===== src/rtl/cpu16_pkg.sv =====
// Shared types and helpers for the 16-bit CPU datapath slice around the
// shared set-less-than unit.
package cpu16_pkg;

  localparam int CPU_W = 16;
  localparam int TAG_W = 4;

  // Request as seen by the shared comparator
  typedef struct packed {
    logic [CPU_W-1:0] a;
    logic [CPU_W-1:0] b;
    logic             signed_cmp;
    logic [TAG_W-1:0] tag;
  } slt_req_t;

  // Response written into the one-entry output register
  typedef struct packed {
    logic [CPU_W-1:0] result;
    logic             id;
    logic [TAG_W-1:0] tag;
  } slt_rsp_t;

  // Output register occupancy
  typedef enum logic {
    OUT_EMPTY = 1'b0,
    OUT_FULL  = 1'b1
  } out_state_e;

  // Two-way round-robin pick: a lone valid port wins, ties go to ptr
  function automatic logic [1:0] rr_grant(input logic [1:0] valid, input logic ptr);
    logic [1:0] g;
    case (valid)
      2'b01:   g = 2'b01;
      2'b10:   g = 2'b10;
      2'b11:   g = ptr ? 2'b10 : 2'b01;
      default: g = 2'b00;
    endcase
    return g;
  endfunction

endpackage


===== src/rtl/slt_compare.sv =====
// Combinational WIDTH-bit less-than, two's-complement or unsigned.
module slt_compare #(
  parameter int WIDTH = 16
) (
  input  logic [WIDTH-1:0] a,
  input  logic [WIDTH-1:0] b,
  input  logic             signed_cmp,
  output logic             lt
);

  // Select the signed or unsigned ordering of the two operands
  always_comb begin
    if (signed_cmp) begin
      lt = ($signed(a) < $signed(b));
    end else begin
      lt = (a < b);
    end
  end

endmodule


===== src/rtl/slt_share_arbiter.sv =====
// Round-robin share of one set-less-than comparator between the ALU SLT
// issue port (0) and the branch/compare unit (1), with a one-entry
// registered response that can drain and refill in the same cycle.
module slt_share_arbiter
  import cpu16_pkg::*;
#(
  parameter int WIDTH   = CPU_W,
  parameter int TAG_W   = cpu16_pkg::TAG_W,
  parameter bit RR_INIT = 1'b0
) (
  input  logic                 clk,
  input  logic                 rst,
  input  logic [1:0]           req_valid,
  output logic [1:0]           req_ready,
  input  logic [2*WIDTH-1:0]   req_a,
  input  logic [2*WIDTH-1:0]   req_b,
  input  logic [1:0]           req_signed,
  input  logic [2*TAG_W-1:0]   req_tag,
  output logic                 resp_valid,
  input  logic                 resp_ready,
  output logic [WIDTH-1:0]     resp_result,
  output logic                 resp_id,
  output logic [TAG_W-1:0]     resp_tag
);

  out_state_e       state_q, state_d;
  logic             rr_ptr_q, rr_ptr_d;
  logic [WIDTH-1:0] result_q, result_d;
  logic             id_q, id_d;
  logic [TAG_W-1:0] tag_q, tag_d;

  logic             can_accept_s;
  logic             both_valid_s;
  logic [1:0]       grant_s;
  logic             win_id_s;
  logic             accept_s;
  logic [WIDTH-1:0] sel_a_s;
  logic [WIDTH-1:0] sel_b_s;
  logic             sel_signed_s;
  logic [TAG_W-1:0] sel_tag_s;
  logic             lt_s;

  // Arbitration and handshake: grant depends only on valids and rr_ptr,
  // acceptance additionally on whether the output register frees up
  always_comb begin
    can_accept_s = (state_q == OUT_EMPTY) || resp_ready;
    both_valid_s = &req_valid;
    grant_s      = rr_grant(req_valid, rr_ptr_q);
    win_id_s     = grant_s[1];
    if (rst) begin
      req_ready = 2'b00;
    end else if (can_accept_s) begin
      req_ready = grant_s;
    end else begin
      req_ready = 2'b00;
    end
    accept_s = |req_ready;
  end

  // Route the winning requester's operands and tag to the comparator
  always_comb begin
    if (win_id_s) begin
      sel_a_s      = req_a[2*WIDTH-1:WIDTH];
      sel_b_s      = req_b[2*WIDTH-1:WIDTH];
      sel_signed_s = req_signed[1];
      sel_tag_s    = req_tag[2*TAG_W-1:TAG_W];
    end else begin
      sel_a_s      = req_a[WIDTH-1:0];
      sel_b_s      = req_b[WIDTH-1:0];
      sel_signed_s = req_signed[0];
      sel_tag_s    = req_tag[TAG_W-1:0];
    end
  end

  slt_compare #(
    .WIDTH(WIDTH)
  ) u_cmp (
    .a          (sel_a_s),
    .b          (sel_b_s),
    .signed_cmp (sel_signed_s),
    .lt         (lt_s)
  );

  // Next state of the output register and the fairness pointer
  always_comb begin
    state_d  = state_q;
    result_d = result_q;
    id_d     = id_q;
    tag_d    = tag_q;
    if (accept_s) begin
      state_d  = OUT_FULL;
      result_d = {{(WIDTH-1){1'b0}}, lt_s};
      id_d     = win_id_s;
      tag_d    = sel_tag_s;
    end else if ((state_q == OUT_FULL) && resp_ready) begin
      state_d = OUT_EMPTY;
    end else begin
      state_d = state_q;
    end
    // Only a real contest moves the pointer, so a lone requester leaves
    // the other port's turn intact
    if (accept_s && both_valid_s) begin
      rr_ptr_d = ~win_id_s;
    end else begin
      rr_ptr_d = rr_ptr_q;
    end
  end

  // State registers with synchronous reset
  always_ff @(posedge clk) begin
    if (rst) begin
      state_q  <= OUT_EMPTY;
      rr_ptr_q <= RR_INIT;
      result_q <= {WIDTH{1'b0}};
      id_q     <= 1'b0;
      tag_q    <= {TAG_W{1'b0}};
    end else begin
      state_q  <= state_d;
      rr_ptr_q <= rr_ptr_d;
      result_q <= result_d;
      id_q     <= id_d;
      tag_q    <= tag_d;
    end
  end

  assign resp_valid  = (state_q == OUT_FULL);
  assign resp_result = result_q;
  assign resp_id     = id_q;
  assign resp_tag    = tag_q;

endmodule

===== config.mk =====
export PLATFORM = sky130hd
export DESIGN_NAME = slt_share_arbiter
export DESIGN_NICKNAME = d
export VERILOG_FILES = /design/src/rtl/cpu16_pkg.sv /design/src/rtl/slt_compare.sv /design/src/rtl/slt_share_arbiter.sv
export SDC_FILE = /design/constraint.sdc
export NUM_CORES = 1
export LEC_CHECK = 0
export CORE_ASPECT_RATIO = 1.75
export CORE_MARGIN = 4
export CORE_UTILIZATION = 33
export DETAILED_ROUTE_END_ITERATION = 7
export PLACE_DENSITY = 0.81
export SYNTH_ARGS = -nofsm -noshare
export SYNTH_HDL_FRONTEND = slang
export SYNTH_SLANG_ARGS = --single-unit

===== constraint.sdc =====
create_clock -name clk -period 2.9 [get_ports clk]
set_clock_uncertainty 0.05 [all_clocks]
set_input_delay 0.725 -clock clk [delete_from_list [all_inputs] [get_ports clk]]
set_output_delay 0.725 -clock clk [all_outputs]
set_load 0.1 [all_outputs]

# Word level (Yosys, flattened, before mapping)
# Index checks and enable logic that the tools add are counted.
# op_classes
muxes	11
div_mod_pow	0
n_mul	0
bitwise	2
eq_ne	3
addsub	0
shifts	0
reduce_logical	6
order_cmp	2
# ops
cell	n
$lt A16 B16 Y1	2
$mux W16	2
$mux W2	3
$pmux W2 S3	1
$eq A2 B2 Y1 const B	2
$mux W1	4
$mux W4	1
$eq A2 B1 Y1 const B	1
$logic_and A1 B1 Y1	2
$not A1 Y1	2
$reduce_and A2 Y1	1
$reduce_bool A2 Y1	1
$reduce_or A2 Y1	1
$logic_or A1 B1 Y1	1
# totals
romBits	0
n_memories	0
out_inout_bits	24
ramBits	0
ff_bits	8
elab_cells	29
latchBits	0
input_bits	79

# Depth between registers and ports, before layout
# Gate-level depths: netlist of run 1.
# logic_depth
depth_word	6
ltp_mapped	11
mapped_depth_nobuf	9

# Modules after synthesis
# From an unflattened synthesis of run 1, not the netlist that was laid out.
# unflattened
hier_cells	157
area_unflattened_um2	1381.3
# by_module_without_submodules
mod	seq_area_each_um2	cells_each	area_each_um2	instances
slt_share_arbiter	160.2	102	953.4	1
slt_compare	0.0	55	427.9	1

# Worst setup path before layout of run 1
# No wires, ideal clock.
# synth_path
path_type	input -> output
from	in req_valid[1]
to	out req_ready[1]
stages	3
t_arrival_ps	3094
path_buffers	1
slack_ps	-969
required_time_ps	2125
cell_sequence	buf_2 > nand2_4 > nor3_1
# synth_via
elab_chain_cells	4
word_cells_on_any_way	6
cone_classes	eq/ne: 3; mux: 3
# synth_lines
element	line	text
from (decl)	slt_share_arbiter.sv:13	input logic [1:0] req_valid,
$eq A2 B2 Y1 or $eq A2 B1 Y1 (tied branches)	cpu16_pkg.sv:32	case (valid)
$pmux W2 S3 *	cpu16_pkg.sv:32	
$mux W2 *	slt_share_arbiter.sv:52	end else if (can_accept_s) begin
$mux W2 *	slt_share_arbiter.sv:50	if (rst) begin
to (decl)	slt_share_arbiter.sv:14	output logic [1:0] req_ready,
# Mark *: on every way between the ends. The rest lies on a longest branch, timed or not.

# Worst setup path in the final report of run 1
# layout_path
from	in req_valid[0]
to	reg result_q[0] (netlist: resp_result[0])
# layout_via
elab_chain_cells	5
word_cells_on_any_way	13
cone_classes	order compare: 2; eq/ne: 3; mux: 7; reduce/logical: 1
# layout_lines
element	line	text
$eq A2 B2 Y1 or $eq A2 B1 Y1 (tied branches)	cpu16_pkg.sv:32	
$pmux W2 S3 *	cpu16_pkg.sv:32	
$mux W16 or $mux W2 (tied branches)	slt_share_arbiter.sv:62, slt_share_arbiter.sv:52	
$lt A16 B16 Y1, or another cell as far along	slt_compare.sv:16	lt = (a < b);
$mux W1 or $reduce_or A2 Y1 (tied branches)	slt_compare.sv:13, slt_share_arbiter.sv:57	
to (signal assigned)	slt_share_arbiter.sv:114	result_q <= {WIDTH{1'b0}};
to (signal assigned)	slt_share_arbiter.sv:120	result_q <= result_d;
to (decl)	slt_share_arbiter.sv:28	logic [WIDTH-1:0] result_q, result_d;
# Marks and branches as above.
# A chain may end at the register's enable or synchronous reset.

==> results of run 1 <==
[flip-flops by register name, summed over array words and instances, names as in the netlist]
name,cells
resp_tag,4
resp_id,1
resp_result,1
resp_valid,1
rr_ptr_q,1
[synthesized netlist by cell type (all sizes together) (2+ instances only)]
| library cell | n | area (um2) |
|---|---|---|
| dfxtp | 8 | 160 |
| a211oi | 2 | 15.0 |
| nand2 | 11 | 51.3 |
| nor2 | 10 | 37.5 |
| mux2i | 16 | 160 |
| a2111oi | 2 | 23.8 |
| a21oi | 4 | 20.0 |
| nand4 | 3 | 18.8 |
| ha | 15 | 188 |
| nor3 | 2 | 15.0 |
| nor3b | 2 | 15.0 |
| a311oi | 4 | 41.3 |
| nand3 | 3 | 15.0 |
| o21ai | 5 | 25.0 |
| o211ai | 3 | 22.5 |
| mux2 | 16 | 195 |
| inv | 6 | 22.5 |
| buf | 22 | 174 |
[metal layers]
metal  track usage (%)  vias up
met4              5.27        0
li1                  -      700
met1              13.9      613
met5                 0        -
met2              32.0       66
met3              2.48        7
[report_power, final]
group          leakage (nW)  total [W]  switching, W  internal, W
clock                0.0216   0.000134     0.0000443    0.0000899
sequential           0.0663   0.000128    0.00000657     0.000122
combinational         0.923   0.000522      0.000295     0.000227
[metrics by stage]
step           instances  area, um2  TNS (ns)  hold WS [ns]  total power, W
2_1_floorplan        158       1360         0         0.505        0.000472
3_3_place_gp         289       2280    -0.286         0.437        0.000633
3_5_place_dp         289       2280    -0.333         0.445        0.000640
4_1_cts              292       2340         0         0.450        0.000784
5_1_grt              292       2360         0         0.457        0.000830
6_report             292       2360         0         0.447        0.000784
[final cells by class]
| type | count | area share (%) |
|---|---|---|
| clock buffers | 3 | 1.75 |
| inverters | 6 | 0.954 |
| multi-input cells | 122 | 44.1 |
| flip-flops and latches | 8 | 6.79 |
| well taps | 46 | 2.44 |
| repair buffers | 107 | 44.0 |
[tightest hold or removal path, cell delays in order (launching register included)]
cell,delay [ns]
dfxtp_1,0.30
nor2_1,0.09
a311oi_1,0.05
[path summary, 6_finish.rpt]
path                            start                     endpoint  slack (ns)  cells past startpoint
max                      req_valid[0]  resp_result[0]$_SDFFE_PP0P_        0.19                     10
min          resp_tag[0]$_SDFFE_PP0P_     resp_tag[0]$_SDFFE_PP0P_        0.45                      2
max reg2reg     rr_ptr_q$_SDFFE_PP0P_  resp_result[0]$_SDFFE_PP0P_        0.45                      9
min reg2reg  resp_tag[0]$_SDFFE_PP0P_     resp_tag[0]$_SDFFE_PP0P_        0.45                      2
[kinds of logic after synthesis]
group	Yosys count	synth area share, %
compound gates	24	14.3
xor+xnor	1	0.684
fa+ha+maj	15	14.7
buf+inv	28	15.3
flops	8	12.5
mux	32	27.8
other cells	1	0.293
simple gates	35	14.5
[timing repair]
item,CTS,global route
endpoints found under the setup margin,1,1
setup buffers,0,0
gates cloned,0,0
pin swaps,0,1
resized for setup,6,4
==> results.sh, run 1 <==
export IMPL_antenna_cells=0
export IMPL_clock_sink_count=8
export IMPL_layout_commonest_cell="clkdlybuf4s50_1"
export IMPL_p_leak_nw=1.01
export IMPL_clkLatencyLatePin_ns=0.23
export IMPL_relSlewSlack_pct=57.7
export IMPL_routedWlPerCell_um=13.3
export IMPL_yosysSeqAreaShare_pct=12.5
export IMPL_start_kind="primary input"
export IMPL_endpoint_kind="register"
export IMPL_wirelength_mm=3.89
export IMPL_min_path_type="reg2reg"
export IMPL_path_buf_inv=2
export IMPL_io_buffers=87
export IMPL_drtIter0Drc=17
export IMPL_first_global_vias=1430
export IMPL_initial_utilization_pct=34.6
export IMPL_hold_buffers=0
export IMPL_fmax_mhz=369
export IMPL_fillers=330
export IMPL_grt_overflow=0
export IMPL_dp_hpwl_mm=3.55
export IMPL_finalSetupViolCount=0
export IMPL_period_minus_slack_ns=2.71
export IMPL_critPathMaxFanout=15
export IMPL_netlist_instances=144
export IMPL_cap_violations=0
export IMPL_utilization_pct=63.8
export IMPL_multi_input_area_um2=1040
export IMPL_cts_max_level=1
export IMPL_slowest_stage="mux2_1"
export IMPL_syn_cell_area_um2=1280
export IMPL_hold_viol=0
export IMPL_top_layer="met4"
export IMPL_yosysUniqueCellTypes=39
export IMPL_outcome="finished clean"
export IMPL_drive_above_1_share_pct=20.3
export IMPL_drc_errors=0
export IMPL_pwr_density_cell_nw_per_um2=332
export IMPL_syn_to_final_growth_pct=84.4
export IMPL_crit_path_cell_trace="dlygate4sd2_1 > nand2b_4 > and2_4 > buf_12 > mux2_1 > ha_1 > nand4_1 > a2111oi_2 > a22o_1 > o21ai_1"
export IMPL_clk_pin_slew_ns=0.04
export IMPL_wl_met2_mm=2.32
export IMPL_worstSetupPathType="in2reg"
export IMPL_slew_viol_final=0
export IMPL_ir_drop_mv=0.191
export IMPL_yosys_warnings=0
export IMPL_dr_wl_met3_um=325
export IMPL_tritoncts="yes"
export IMPL_coreArea_um2=3700
export IMPL_num_vias=1386
export IMPL_fin_crit_sh_pct=93.5
export IMPL_syn_avg_cell_area_um2=8.89
export IMPL_setup_ws_ns=0.189
export IMPL_place_ws_ns=-0.333
export IMPL_cp_required_ns=2.96
export IMPL_regArea_um2=160
export IMPL_synth_ff_type="dfxtp_1"
export IMPL_die_area_um2=4980
export IMPL_rsz0062_at_grt="no"
export IMPL_fin_nets=342
export IMPL_slowest_delay_ns=0.35
export IMPL_grt_max_degree=16
export IMPL_num_rows=29
export IMPL_gp_congestion=0.766
export IMPL_ios=103
export IMPL_ctsLongestPathBuffers=2
export IMPL_synth_edf_count=0
export IMPL_cp_data_arrival_time_ns=2.78
export IMPL_grt_antenna_before_repair=0
export IMPL_numCtsBuffers=3
export IMPL_ant_nets=0
export IMPL_track_usage_pct=15.8
export IMPL_tightestPinTransition_ns=0.634
export IMPL_dieWidth_um=55.1
export IMPL_wl_met1_mm=1.18
export IMPL_synth_seq_cells=8
export IMPL_cpLargestDelayFamily="compound AO/OA/AOI/OAI gates"
export IMPL_viasPerCell=4.75
export IMPL_layout_common_cells="clkdlybuf4s50_1 (76), buf_4 (26), mux2i_1 (16)"
export IMPL_dr_pass1_iters=5
export IMPL_grt_pass1_wl_mm=5.94
export IMPL_clockRootBuffer="clkbuf_8"
export IMPL_async_flop_share_pct=0
export IMPL_die_h_um=90.4
Power figures use the tool's default switching activity.
==> run 2, diff against run 1 <==
Settings changed: TNS_END_PERCENT set to 30.
==> run 2 against run 1 <==
  * Non-clock buffer count decreased by 2
  * Clock-buffer cell count unchanged
  * Wire length decreased by 0.72%
  * Utilization decreased by 0.54 points
  * Critical path depth decreased by 6
  * Global-route usage about the same
  * Clock power about the same
  * Cell count decreased by 0.68%
  * Die area unchanged
  * Largest cell class unchanged
  * Largest power group unchanged
  * Highest routed layer unchanged
==> results.sh, run 2 (same netlist as run 1, synthesis figures left out) <==
export IMPL_grt_max_degree=17
export IMPL_setup_ws_ns=0.178
export IMPL_post_cts_setup_buffers=0
export IMPL_die_h_um=90.4
export IMPL_critPathMaxFanout=5
export IMPL_min_path_type="reg2reg"
export IMPL_start_kind="primary input"
export IMPL_largest_reg_flops=4
export IMPL_endpoint_kind="output port"
export IMPL_place_ws_ns=-0.328
export IMPL_rsz0062_at_grt="no"
export IMPL_layout_common_cells="clkdlybuf4s50_1 (76), buf_4 (23), mux2i_1 (16)"
export IMPL_viasPerCell=4.87
export IMPL_rr_endpoint="resp_result[0]$_SDFFE_PP0P_"
export IMPL_period_minus_slack_ns=2.72
export IMPL_slew_viol_final=0
export IMPL_clkLatencyLatePin_ns=0.23
export IMPL_fmax_mhz=367
export IMPL_fin_crit_sh_pct=93.9
export IMPL_clock_sink_count=8
export IMPL_dp_hpwl_mm=3.54
export IMPL_hold_viol=0
export IMPL_finalSetupViolCount=0
export IMPL_first_global_vias=1516
export IMPL_gp_congestion=0.749
export IMPL_layout_commonest_cell="clkdlybuf4s50_1"
export IMPL_p_int_w=0.000436
export IMPL_wirelength_mm=3.86
export IMPL_ir_drop_mv=0.204
export IMPL_tritoncts="yes"
export IMPL_num_vias=1411
export IMPL_grt_pass1_wl_mm=6.09
export IMPL_die_area_um2=4980
export IMPL_ios=103
export IMPL_worst_r2r_setup_slack_ns=0.46
export IMPL_cp_required_ns=2.12
export IMPL_syn_to_final_growth_pct=82.8
export IMPL_routedWlPerCell_um=13.3
export IMPL_tightestPinTransition_ns=0.653
export IMPL_clkPwrFrac_pct=17.4
export IMPL_min_from="resp_tag[1]$_SDFFE_PP0P_"
export IMPL_grt_overflow=0
export IMPL_cts_max_level=1
export IMPL_utilization_pct=63.2
export IMPL_track_usage_pct=15.8
export IMPL_initial_utilization_pct=34.6
export IMPL_outcome="finished clean"
export IMPL_dieWidth_um=55.1
export IMPL_drtIter0Drc=3
export IMPL_swShare_pct=44.2
export IMPL_clockRootBuffer="clkbuf_8"
export IMPL_cp_data_arrival_time_ns=1.95
export IMPL_p_seq_share_pct=16.3
export IMPL_relSlewSlack_pct=56.3
export IMPL_multi_input_area_um2=1030
export IMPL_drive_above_1_share_pct=19.7
export IMPL_coreArea_um2=3700
export IMPL_io_buffers=87
export IMPL_pwr_density_cell_nw_per_um2=334
export IMPL_regArea_um2=160
export IMPL_whs_path_depth=2
export IMPL_grt_antenna_before_repair=0
export IMPL_dr_pass1_iters=3
export IMPL_r2r_cells=10
export IMPL_min_to="resp_tag[1]$_SDFFE_PP0P_"
export IMPL_hold_buffers=0
export IMPL_drc_errors=0
export IMPL_rr_startpoint="rr_ptr_q$_SDFFE_PP0P_"
export IMPL_ctsLongestPathBuffers=2
export IMPL_p_leak_nw=1.00
export IMPL_num_rows=29
export IMPL_cap_violations=0
export IMPL_worstSetupPathType="in2out"
export IMPL_clk_pin_slew_ns=0.04
export IMPL_antenna_cells=0
export IMPL_numCtsBuffers=3
export IMPL_fin_nets=340
export IMPL_net_switching_power_w=0.000345
export IMPL_fillers=336
export IMPL_ant_nets=0
export IMPL_combPwrFrac_pct=66.2
export IMPL_setup_tns_ns=0
## run 2: metal layers
| metal | vias up | track usage, % | wire (um) |
|---|---|---|---|
| met4 | 0 | 4.87 | 47 |
| met2 | 65 | 33.5 | 2320 |
| met1 | 642 | 13.0 | 1140 |
| met3 | 4 | 1.82 | 350 |
| met5 | - | 0 | 0 |
| li1 | 700 | - | - |
## run 2: power groups by stage
stage               combinational, W  sequential [W]  clock, W
global placement            0.000501        0.000129         0
floorplan                   0.000273        0.000199         0
global route                0.000554        0.000129  0.000147
detailed placement          0.000508        0.000130         0
finish                      0.000517        0.000128  0.000136
CTS                         0.000512        0.000128  0.000140
## run 2: how the worst max path moves through the flow
stage | start | cells after the start | to | slack (ns)
global placement | req_valid[0] | 11 | resp_result[0]$_SDFFE_PP0P_ | -0.29
global route | resp_ready | 4 | req_ready[0] | 0.10
CTS | req_valid[1] | 10 | resp_result[0]$_SDFFE_PP0P_ | 0.005
detailed placement | req_valid[0] | 10 | resp_result[0]$_SDFFE_PP0P_ | -0.33
finish | resp_ready | 4 | req_ready[0] | 0.18
floorplan | req_valid[1] | 2 | req_ready[0] | -0.009
## run 2: cell type report
class | instances | area share [%]
Tap cell | 46 | 2.46
Sequential cell | 8 | 6.84
Inverter | 6 | 0.963
Clock buffer | 3 | 1.76
Timing Repair Buffer | 105 | 43.9
Multi-Input combinational cell | 122 | 44.1
## run 2: critical path, cell delays in order
cell	delay, ns
clkdlybuf4s50_1	0.40
nor2b_1	0.52
a2111oi_4	0.09
buf_12	0.20
## run 2: timing repair
item	CTS	global route
gates resized for setup	3	7
endpoints found under the setup margin	1	1
pin swaps	0	3
## run 2: per-stage QoR
step	instance area [um2]	cells	hold WS (ns)	total power, W
3_5_place_dp	2260	287	0.447	0.000638
5_1_grt	2340	290	0.470	0.000830
3_3_place_gp	2260	287	0.437	0.000631
2_1_floorplan	1360	158	0.504	0.000472
4_1_cts	2310	290	0.453	0.000780
6_report	2340	290	0.445	0.000781
==> run 3, diff against run 2 <==
Settings changed: CORE_ASPECT_RATIO 1.75 to 2.
==> run 3 against run 2 <==
  * Hold slack gained 0.00062 ns
  * Sequential share of layout area about the same
  * Flip-flop and latch count unchanged
  * Via count grew 0.35%
  * Register-to-register slack barely moved
  * Cell count up 2.1%
  * Global-route usage up 0.69 points
  * Die area increased by 0.43%
  * Clock power barely moved
  * Critical endpoint is now resp_result[0]$_SDFFE_PP0P_
  * Largest cell class is now non-clock buffers
  * Maximum frequency grew 0.90%
  * Combinational power is 1% higher
==> results.sh, run 3 (same netlist as run 1, synthesis figures left out) <==
export IMPL_clkPwrFrac_pct=17.2
export IMPL_dieWidth_um=52.0
export IMPL_ios=103
export IMPL_swShare_pct=44.3
export IMPL_largest_reg_flops=4
export IMPL_clockRootBuffer="clkbuf_8"
export IMPL_antenna_cells=0
export IMPL_layout_common_cells="clkdlybuf4s50_1 (76), buf_4 (27), mux2i_1 (16)"
export IMPL_rsz0062_at_grt="no"
export IMPL_combPwrFrac_pct=66.5
export IMPL_min_path_type="reg2reg"
export IMPL_worstSetupPathType="in2reg"
export IMPL_relSlewSlack_pct=59.3
export IMPL_drc_errors=0
export IMPL_setup_ws_ns=0.202
export IMPL_fin_crit_sh_pct=93.0
export IMPL_p_int_w=0.000438
export IMPL_clk_pin_slew_ns=0.04
export IMPL_cts_max_level=1
export IMPL_p_leak_nw=1.01
export IMPL_critPathMaxFanout=8
export IMPL_slew_viol_final=0
export IMPL_dp_hpwl_mm=3.82
export IMPL_cp_data_arrival_time_ns=2.81
export IMPL_die_area_um2=5000
export IMPL_ctsLongestPathBuffers=2
export IMPL_cp_required_ns=3.01
export IMPL_pwr_density_cell_nw_per_um2=335
export IMPL_placed_area_um2=2270
export IMPL_fin_nets=343
export IMPL_place_ws_ns=-0.371
export IMPL_tritoncts="yes"
export IMPL_p_seq_share_pct=16.3
export IMPL_track_usage_pct=16.5
export IMPL_coreArea_um2=3680
export IMPL_clock_sink_count=8
export IMPL_initial_utilization_pct=34.7
export IMPL_num_vias=1416
export IMPL_clkLatencyLatePin_ns=0.23
export IMPL_period_minus_slack_ns=2.70
export IMPL_grt_pass1_wl_mm=6.31
export IMPL_dr_pass1_iters=4
export IMPL_num_rows=31
export IMPL_ir_drop_mv=0.196
export IMPL_fmax_mhz=371
export IMPL_grt_antenna_before_repair=0
export IMPL_finalSetupViolCount=0
export IMPL_net_switching_power_w=0.000349
export IMPL_setup_tns_ns=0
export IMPL_io_buffers=87
export IMPL_gp_congestion=0.820
export IMPL_ant_nets=0
export IMPL_endpoint_kind="register"
export IMPL_syn_to_final_growth_pct=83.4
export IMPL_design_area_um2=2350
export IMPL_start_kind="primary input"
export IMPL_first_global_vias=1517
export IMPL_hold_viol=0
export IMPL_drtIter0Drc=16
export IMPL_grt_overflow=0
export IMPL_wirelength_mm=4.20
export IMPL_drive_above_1_share_pct=20.2
export IMPL_outcome="finished clean"
export IMPL_viasPerCell=4.78
export IMPL_tightestPinTransition_ns=0.609
export IMPL_numCtsBuffers=3
export IMPL_die_h_um=96.1
export IMPL_layout_commonest_cell="clkdlybuf4s50_1"
export IMPL_cap_violations=0
export IMPL_grt_max_degree=13
export IMPL_routedWlPerCell_um=14.2
export IMPL_post_cts_setup_buffers=0
run 3: timing repair:
action                                  4_1_cts  5_1_grt
hold buffers                                  0        0
endpoints found under the setup margin        2        0
resized for setup                             9        0
run 3: worst paths after layout:
kind                            startpoint                           to  slack [ns]  cells past startpoint
hold reg to reg   resp_tag[2]$_SDFFE_PP0P_     resp_tag[2]$_SDFFE_PP0P_        0.45                      2
setup reg to reg     rr_ptr_q$_SDFFE_PP0P_  resp_result[0]$_SDFFE_PP0P_        0.47                     10
setup / recovery              req_valid[0]  resp_result[0]$_SDFFE_PP0P_        0.20                     11
hold / removal    resp_tag[2]$_SDFFE_PP0P_     resp_tag[2]$_SDFFE_PP0P_        0.45                      2
run 3: power groups by stage:
| stage | sequential [W] | clock, W | combinational (W) |
|---|---|---|---|
| final | 0.000128 | 0.000135 | 0.000523 |
| after global routing | 0.000129 | 0.000137 | 0.000555 |
| after CTS | 0.000128 | 0.000137 | 0.000527 |
| after detailed placement | 0.000130 | 0 | 0.000514 |
| after global placement | 0.000129 | 0 | 0.000505 |
| after floorplan | 0.000199 | 0 | 0.000273 |
run 3: layout make-up:
cell class | count | area (um2)
Timing Repair Buffer | 108 | 1030
Fill cell | 325 | 1340
Clock buffer | 3 | 41.3
Multi-Input combinational cell | 122 | 1030
Tap cell | 49 | 61.3
Sequential cell | 8 | 160
Inverter | 6 | 22.5
run 3: per-stage QoR:
| step | hold WS (ns) | instances | util (%) | total power (W) |
|---|---|---|---|---|
| 2_1_floorplan | 0.504 | 158 | - | 0.000472 |
| 3_5_place_dp | 0.445 | 293 | 61.7 | 0.000643 |
| 6_report | 0.446 | 296 | 63.7 | 0.000786 |
| 3_3_place_gp | 0.437 | 293 | 61.7 | 0.000634 |
| 5_1_grt | 0.490 | 296 | 63.7 | 0.000821 |
| 4_1_cts | 0.451 | 296 | 63.7 | 0.000792 |
run 3: layer usage:
metal | vias to the layer above | track usage, % | routed length (um)
li1 | 704 | - | -
met3 | 6 | 1.09 | 237
met4 | 0 | 5.69 | 74
met2 | 67 | 35.9 | 2560
met5 | - | 0 | 0
met1 | 639 | 14.4 | 1320
run 3: worst max-delay path: stages:
cell           delay (ns)
dlygate4sd2_1        0.27
nand2b_4             0.10
and2_1               0.15
buf_4                0.18
mux2i_1              0.30
ha_4                 0.25
a211oi_2             0.22
o211ai_1             0.13
a221oi_2             0.24
o211ai_1             0.12
o21ai_1              0.12
